==> src/rtl/divider_32.sv <==
// Sequential radix-2 restoring divider: one quotient bit per cycle, fixed 33-cycle latency.
// Handles signed/unsigned operands, divide-by-zero and the signed MIN/-1 overflow case.
module divider_32 #(
    parameter int unsigned WIDTH = 32
) (
    input  logic             clk_i,
    input  logic             rst_i,
    input  logic             start_i,
    input  logic             is_signed_i,
    input  logic [WIDTH-1:0] dividend_i,
    input  logic [WIDTH-1:0] divisor_i,
    output logic             busy_o,
    output logic             done_o,
    output logic [WIDTH-1:0] quotient_o,
    output logic [WIDTH-1:0] remainder_o,
    output logic             div_by_zero_o
);

    localparam int unsigned CntW = $clog2(WIDTH);
    localparam logic [CntW-1:0] LastCnt = CntW'(WIDTH - 1);
    localparam logic [WIDTH-1:0] MinNeg = {1'b1, {(WIDTH-1){1'b0}}};
    localparam logic [WIDTH-1:0] AllOnes = {WIDTH{1'b1}};

    typedef enum logic [1:0] {StIdle, StIter, StFix} state_e;

    state_e            state_q, state_d;
    logic [CntW-1:0]   count_q, count_d;
    logic [WIDTH:0]    rem_q, rem_d;
    logic [WIDTH-1:0]  dvd_q, dvd_d;
    logic [WIDTH-1:0]  dsr_mag_q, dsr_mag_d;
    logic [WIDTH-1:0]  dvd_raw_q, dvd_raw_d;
    logic              q_neg_q, q_neg_d;
    logic              r_neg_q, r_neg_d;
    logic              ovf_q, ovf_d;
    logic [WIDTH-1:0]  quo_q, quo_d;
    logic [WIDTH-1:0]  rmd_q, rmd_d;
    logic              dz_q, dz_d;
    logic              done_q, done_d;

    logic              dividend_neg;
    logic              divisor_neg;
    logic [WIDTH-1:0]  dividend_mag;
    logic [WIDTH-1:0]  divisor_mag;
    logic [WIDTH:0]    rem_shift;
    logic [WIDTH:0]    trial;
    logic [WIDTH-1:0]  q_mag;
    logic [WIDTH-1:0]  r_mag;

    always_comb begin
        dividend_neg = is_signed_i & dividend_i[WIDTH-1];
        divisor_neg  = is_signed_i & divisor_i[WIDTH-1];
        dividend_mag = dividend_neg ? (~dividend_i + 1'b1) : dividend_i;
        divisor_mag  = divisor_neg ? (~divisor_i + 1'b1) : divisor_i;
    end

    // dvd_q doubles as the quotient accumulator: dividend bits shift out the top
    // while quotient bits shift in at the bottom.
    always_comb begin
        rem_shift = {rem_q[WIDTH-1:0], dvd_q[WIDTH-1]};
        trial     = rem_shift - {1'b0, dsr_mag_q};
        q_mag     = dvd_q;
        r_mag     = rem_q[WIDTH-1:0];
    end

    always_comb begin
        state_d   = state_q;
        count_d   = count_q;
        rem_d     = rem_q;
        dvd_d     = dvd_q;
        dsr_mag_d = dsr_mag_q;
        dvd_raw_d = dvd_raw_q;
        q_neg_d   = q_neg_q;
        r_neg_d   = r_neg_q;
        ovf_d     = ovf_q;
        quo_d     = quo_q;
        rmd_d     = rmd_q;
        dz_d      = dz_q;
        done_d    = 1'b0;

        unique case (state_q)
            StIdle: begin
                if (start_i) begin
                    dvd_d     = dividend_mag;
                    dsr_mag_d = divisor_mag;
                    dvd_raw_d = dividend_i;
                    q_neg_d   = dividend_neg ^ divisor_neg;
                    r_neg_d   = dividend_neg;
                    ovf_d     = is_signed_i && (dividend_i == MinNeg) && (divisor_i == AllOnes);
                    rem_d     = '0;
                    count_d   = '0;
                    state_d   = StIter;
                end
            end
            StIter: begin
                if (trial[WIDTH]) begin
                    rem_d = rem_shift;
                    dvd_d = {dvd_q[WIDTH-2:0], 1'b0};
                end else begin
                    rem_d = trial;
                    dvd_d = {dvd_q[WIDTH-2:0], 1'b1};
                end
                count_d = count_q + 1'b1;
                if (count_q == LastCnt) begin
                    state_d = StFix;
                end
            end
            StFix: begin
                done_d  = 1'b1;
                state_d = StIdle;
                if (dsr_mag_q == '0) begin
                    quo_d = AllOnes;
                    rmd_d = dvd_raw_q;
                    dz_d  = 1'b1;
                end else if (ovf_q) begin
                    quo_d = MinNeg;
                    rmd_d = '0;
                    dz_d  = 1'b0;
                end else begin
                    quo_d = q_neg_q ? (~q_mag + 1'b1) : q_mag;
                    rmd_d = r_neg_q ? (~r_mag + 1'b1) : r_mag;
                    dz_d  = 1'b0;
                end
            end
            default: begin
                state_d = StIdle;
            end
        endcase
    end

    always_ff @(posedge clk_i or posedge rst_i) begin
        if (rst_i) begin
            state_q   <= StIdle;
            count_q   <= '0;
            rem_q     <= '0;
            dvd_q     <= '0;
            dsr_mag_q <= '0;
            dvd_raw_q <= '0;
            q_neg_q   <= 1'b0;
            r_neg_q   <= 1'b0;
            ovf_q     <= 1'b0;
            quo_q     <= '0;
            rmd_q     <= '0;
            dz_q      <= 1'b0;
            done_q    <= 1'b0;
        end else begin
            state_q   <= state_d;
            count_q   <= count_d;
            rem_q     <= rem_d;
            dvd_q     <= dvd_d;
            dsr_mag_q <= dsr_mag_d;
            dvd_raw_q <= dvd_raw_d;
            q_neg_q   <= q_neg_d;
            r_neg_q   <= r_neg_d;
            ovf_q     <= ovf_d;
            quo_q     <= quo_d;
            rmd_q     <= rmd_d;
            dz_q      <= dz_d;
            done_q    <= done_d;
        end
    end

    always_comb begin
        busy_o        = (state_q != StIdle);
        done_o        = done_q;
        quotient_o    = quo_q;
        remainder_o   = rmd_q;
        div_by_zero_o = dz_q;
    end

endmodule
==> config.mk <==
export PLATFORM = sky130hd
export DESIGN_NAME = divider_32
export DESIGN_NICKNAME = d
export VERILOG_FILES = /design/src/rtl/divider_32.sv
export SDC_FILE = /design/constraint.sdc
export NUM_CORES = 1
export LEC_CHECK = 0
export ABC_AREA = 1
export BUFFER_PORTS_ARGS = -buffer_cell sky130_fd_sc_hd__buf_2
export CAP_MARGIN = 5
export CORE_UTILIZATION = 23
export CTS_CLUSTER_DIAMETER = 80
export CTS_CLUSTER_SIZE = 10
export DETAILED_ROUTE_END_ITERATION = 12
export GPL_TIMING_DRIVEN = 0
export PLACE_DENSITY = 0.4
export SETUP_SLACK_MARGIN = 0.05
export SLEW_MARGIN = 20
export SYNTH_ARGS = -nofsm -noshare
export SYNTH_HDL_FRONTEND = slang
export SYNTH_SLANG_ARGS = --single-unit
==> constraint.sdc <==
create_clock -name clk_i -period 12.08 [get_ports clk_i]
set_input_delay 0 -clock clk_i [delete_from_list [all_inputs] [get_ports clk_i]]
set_output_delay 0 -clock clk_i [all_outputs]
set_load 0.05 [all_outputs]
# Word-level counts from Yosys, hierarchy flattened
# Index checks and enable logic that the tools add are counted.
[totals] reg_bits=204 wordCells=63
[classes] eq_ne=7 n_addsub=6 n_mux=21 reduce_logical=9 bitwise=7
[op_table] op="$mux 32" n=11
[op_table] op="$add 32x1->32 const B" n=4
[op_table] op="$not 32->32" n=4
[op_table] op="$pmux 32 s2" n=2
[op_table] op="$eq 32x32->1 const B" n=2
[op_table] op="$sub 33x32->33" n=1
[op_table] op="$logic_not 32->1" n=1
[op_table] op="$pmux 5 s2" n=1
[op_table] op="$reduce_and 2->1" n=3
[op_table] op="$add 5x1->5 const B" n=1
[op_table] op="$eq 5x5->1 const B" n=1
[op_table] op="$mux 5" n=1
[op_table] op="$mux 2" n=2
[op_table] op="$ne 2x2->1 const B" n=2
[op_table] op="$pmux 2 s2" n=1
[op_table] op="$reduce_bool 2->1" n=2
[op_table] op="$mux 1" n=3
[op_table] op="$and 1x1->1" n=2
[op_table] op="$eq 2x1->1 const B" n=1
[op_table] op="$eq 2x2->1 const B" n=1
[op_table] op="$logic_and 1x1->1" n=2
[op_table] op="$logic_not 2->1" n=1
[op_table] op="$xor 1x1->1" n=1

# Logic depth before layout (Yosys ltp)
[depth] depth_word=5 mapped_depth=18 mapped_depth_nobuf=17

# Least setup slack after synthesis
# Ideal clock, no wire load.
[synth_path] path_type="register to register" startpoint="register dvd_q[31]" endpoint="register rem_q[8]" path_stages_with_launch=19 setup_slack_ps=9868 setup_ps=118 arrival_ps=2094 period_less_slack_ps=2212 path_cell_list="dfrtp_1 inv_1 ha_1 fa_1 inv_1 nand2_1 nand2_1 nand3_1 nand2_2 nand2_2 nand2_2 nand2_4 nand2_4 nand2_2 nand2_2 buf_6 nand2_1 nand3_1 nand2_1"
[synth_between] elab_chain_len=3
[synth_lines] item="start, declared" line_no="29" source="logic [WIDTH-1:0] dvd_q, dvd_d;"
[synth_lines] item="start signal, assigned" line_no="149" source="dvd_q <= dvd_d;"
[synth_lines] item="$sub 33x32->33" line_no="60" source="trial = rem_shift - {1'b0, dsr_mag_q};"
[synth_lines] item="$mux 32" line_no="95" source="if (trial[WIDTH]) begin"
[synth_lines] item="$pmux 32 s2" line_no="80" source="unique case (state_q)"
[synth_lines] item="end signal, assigned" line_no="148" source="rem_q <= rem_d;"
[synth_lines] item="end, declared" line_no="28" source="logic [WIDTH:0] rem_q, rem_d;"
# Every way passes these cells.
# A chain may end at the register's enable or synchronous reset.

# Worst setup path after layout
[layout_path] startpoint="register state_q[0]" endpoint="register dsr_mag_q[31]"
[layout_between] elab_chain_len=2
[layout_lines] item="start, declared" line_no="26" source="state_e state_q, state_d;"
[layout_lines] item="start signal, assigned" line_no="132" source="state_q <= StIdle;"
[layout_lines] item="start signal, assigned" line_no="146" source="state_q <= state_d;"
[layout_lines] item="$logic_not 2->1" line_no="80"
[layout_lines] item="$reduce_and 2->1 (no source line)"
[layout_lines] item="end signal, assigned" line_no="150" source="dsr_mag_q <= dsr_mag_d;"
[layout_lines] item="end, declared" line_no="30" source="logic [WIDTH-1:0] dsr_mag_q, dsr_mag_d;"
# Every way passes these cells.

==> metrics <==
htree depth=1; ratio of cells with drive above 1 in the final layout=9.271%; Mapped Nets=2302; unrepaired setup endpoints after global routing=false; clock transition at the registers of the reported paths=60 ps; Psw=2.650 mW; crit share post-route=25.20%; sequential power share=25.8%; Vias=15220; CTS tree=done; Syn Area/Cell=6.604 µm²; Critical Path Slowest Stage Cell=clkbuf_1; final hold vios=0; Remaining Overflow, GRT=0; Max stage delay on crit path=750 ps; hpwl dp=51.45 mm; starting density of the core=23.39%; final WL=62.88 mm; Seq cells post-synth=204; Vias/cell=4.664; Worst-Margin Slew=953.5 ps; pwr dens=282.5 nW/µm²; Top Ports=135; CTS Root Cell=clkbuf_16; yosys warns=0; Detailed Route Iter0 Violations=1172; Post-DP Area=16270 µm²; sequential-to-total area share from yosys stat=35.23%; startpoint types=register; Longest Clk Path Bufs=3; family with the most delay on the worst path=buffers and inverters; Slew Limit Fails=0; Worst Path Buf+Inv=5; initial antenna violation count=3; fin area=17650 µm²; Max-Cap Viols=0; Cell variety after synth=46; Gate power share=59.8%; CTS sink count=204; Top FF cell, synth=dfrtp_1; Die ar.=64000 µm²; fraction of registers with async set/reset=100.0%; clk_skew=13.06 ps; Leakage Power=8.912 nW; die extent in y=253.0 µm; Post-Syn Instances=2194; post-cts sizing count=0; Pint=2.335 mW; reg-to-reg startpoint=state_q[0]; first drt pass iteration count=5; Arr. time, crit path=3520 ps; ANT cells=0; critical path depth=9; setup tns final=0 ps; switching fraction of total power=53.16%; Final #Nets=2532; final setup vio count=0; fmax=328.5 MHz; Post-synth EDFFs=0; first-pass GRT wire length=93.51 mm; Post-Synthesis Cell Area=14490 µm²; DRC errors left=0; status=finished clean; Data required, critical path=12550 ps; Peak VDD IR=0.00009828 V; final worst hold slack=19.50 ps; slew margin rel.=36.43%; pin count of the biggest net entering global routing=92; Hold Crit Class=in -> async; CP startpoint=state_q[0]; fin crit period=3044 ps; I/O Buffers=134; Clk pwr share=14.4%; RD Place Congestion=0.8968; Antenna Nets Post-Route=0; nature of the critical path endpoint=register; gr usage total=19.53%; Num CTS Buffers=25; critical path class=reg -> reg; die width=253.0 µm; worst path cell trace=nor2_1, nand2_1, buf_2, inv_1, buf_2, clkbuf_1, nand3_1, dlygate4sd3_1, nand2_1; vias in the first global route=14760; total core area=61940 µm²; crit-path max FO=10; clock latency at the later pin of the worst-skew pair=540 ps; Area Overhead vs Synth=21.81%; num rows=91; DR WL/cell=19.27 µm; reg2reg path depth=9
layout by cell type, fill, tap and decap left out, types with 3 or more instances in the layout:
master         synthesis  final
nand2_1              705    705
inv_1                298    297
nand3_1              224    224
dfrtp_1              204    204
nor2_1               170    170
buf_2                 15    149
o21ai_0              134    134
dlygate4sd3_1          0     67
a21oi_1               66     66
xor2_1                54     54
clkbuf_1              42     42
ha_1                  39     39
nand4_1               38     38
a22oi_1               30     30
nor3_1                27     27
o211ai_1              26     26
clkbuf_16              0     25
nand3b_1              15     15
xnor2_1               13     13
inv_2                  9      9
buf_1                  9      9
nand2_2                8      8
o22ai_1                6      6
nor2_2                 5      5
buf_4                  5      5
nor4_1                 5      5
o21ai_1                4      4
or2_2                  4      4
a31oi_1                4      4
o31ai_1                4      4
nor3_2                 3      3
o21bai_1               3      3
nand2_4                3      3
registers in the layout, indices dropped and copies added, names as in the netlist:
signal / cells
dvd_q: 32
rem_q: 32
div_by_zero_o: 1
r_neg_q: 1
dvd_raw_q: 32
dsr_mag_q: 32
quotient_o: 32
count_q: 5
ovf_q: 1
q_neg_q: 1
state_q: 2
done_o: 1
remainder_o: 32
per-stage QoR:
stage | total power [mW] | std cells | setup WS, ps | util (%)
3_3_place_gp | 4.239 | 3165 | 3454 | 26.17
5_1_grt | 5.453 | 3264 | 8741 | 28.49
4_1_cts | 5.014 | 3264 | 9037 | 28.49
2_1_floorplan | 3.261 | 2194 | 6513 | -
6_report | 4.985 | 3264 | 9036 | 28.49
3_5_place_dp | 4.257 | 3167 | 9128 | 26.27
layer usage:
layer,global-route usage (%),share of wire [%]
met4,4.260,2.1
met1,29.21,50
met5,0,0.011
met2,29.18,42
met3,2.961,6.0
what timing repair did:
action                                 CTS  global route
endpoints found under the hold margin  209             0
hold buffers                            67             0
setup buffers                            0             0
Yosys cell counts (2+ instances only):
cell type  instances  share of area (%)
nand2_1          705                 18
inv_1            298                7.7
nand3_1          224                7.7
dfrtp_1          204                 35
nor2_1           170                4.4
o21ai_0          134                4.6
a21oi_1           66                2.3
xor2_1            54                3.3
clkbuf_1          42                1.1
ha_1              39                3.4
nand4_1           38                1.6
a22oi_1           30                1.6
nor3_1            27               0.93
o211ai_1          26                1.3
buf_2             15               0.52
nand3b_1          15               0.78
xnor2_1           13               0.79
buf_1              9               0.23
inv_2              9               0.23
nand2_2            8               0.35
o22ai_1            6               0.26
buf_4              5               0.26
nor2_2             5               0.22
nor4_1             5               0.22
a31oi_1            4               0.17
o21ai_1            4               0.14
o31ai_1            4               0.21
or2_2              4               0.17
nand2_4            3               0.23
nor3_2             3               0.21
o21bai_1           3               0.16
a21o_1             2               0.10
a22o_1             2               0.12
and2_1             2              0.086
clkinv_1           2              0.052
o21a_1             2               0.10
o221ai_1           2               0.12
o311ai_0           2               0.12
cell families (layout without fill, tap and decap cells):
kind of cell	Yosys count	in the layout	synth area share [%]
xor gates and xnor gates	67	67	4.050
adders and majority gates	40	40	3.506
AOI/OAI and AO/OA	289	289	11.49
and+or+nand+nor	1213	1213	35.54
DFF	204	204	35.23
buffers and inverters	381	614	10.18
final cells by class:
type	count	area [µm²]
plain buffers	72	315.3
clock buffers	26	639.4
well taps	837	1047
clock inverters	4	70.07
flip-flops and latches	204	5105
multi-input cells	1609	7909
fillers	6987	44290
inverters	309	1167
repair buffers	203	1396
worst paths after layout:
path,to,slack [ps]
max,dsr_mag_q[31],9040
min,quotient_o[16],20
max in group asynchronous,remainder_o[26],10890
max reg2reg,dsr_mag_q[31],9040
min reg2reg,dvd_raw_q[3],490
min in group clk_i,dsr_mag_q[2],90
power by group through the flow:
stage | combinational, mW | sequential (mW) | clock (mW)
final | 2.98 | 1.29 | 0.716
after global routing | 3.38 | 1.31 | 0.760
after CTS | 3.00 | 1.28 | 0.738
after detailed placement | 2.97 | 1.29 | 0
after global placement | 2.95 | 1.29 | 0
after floorplan | 2.07 | 1.19 | 0
worst register-to-register path, stage by stage (launching register included):
cell and delay [ps]:
dfrtp_1 400, nor2_1 150, nand2_1 150, buf_2 260
inv_1 160, buf_2 290, clkbuf_1 760, nand3_1 170
dlygate4sd3_1 600, nand2_1 60
Note: power is estimated with default switching activity, not from simulation.
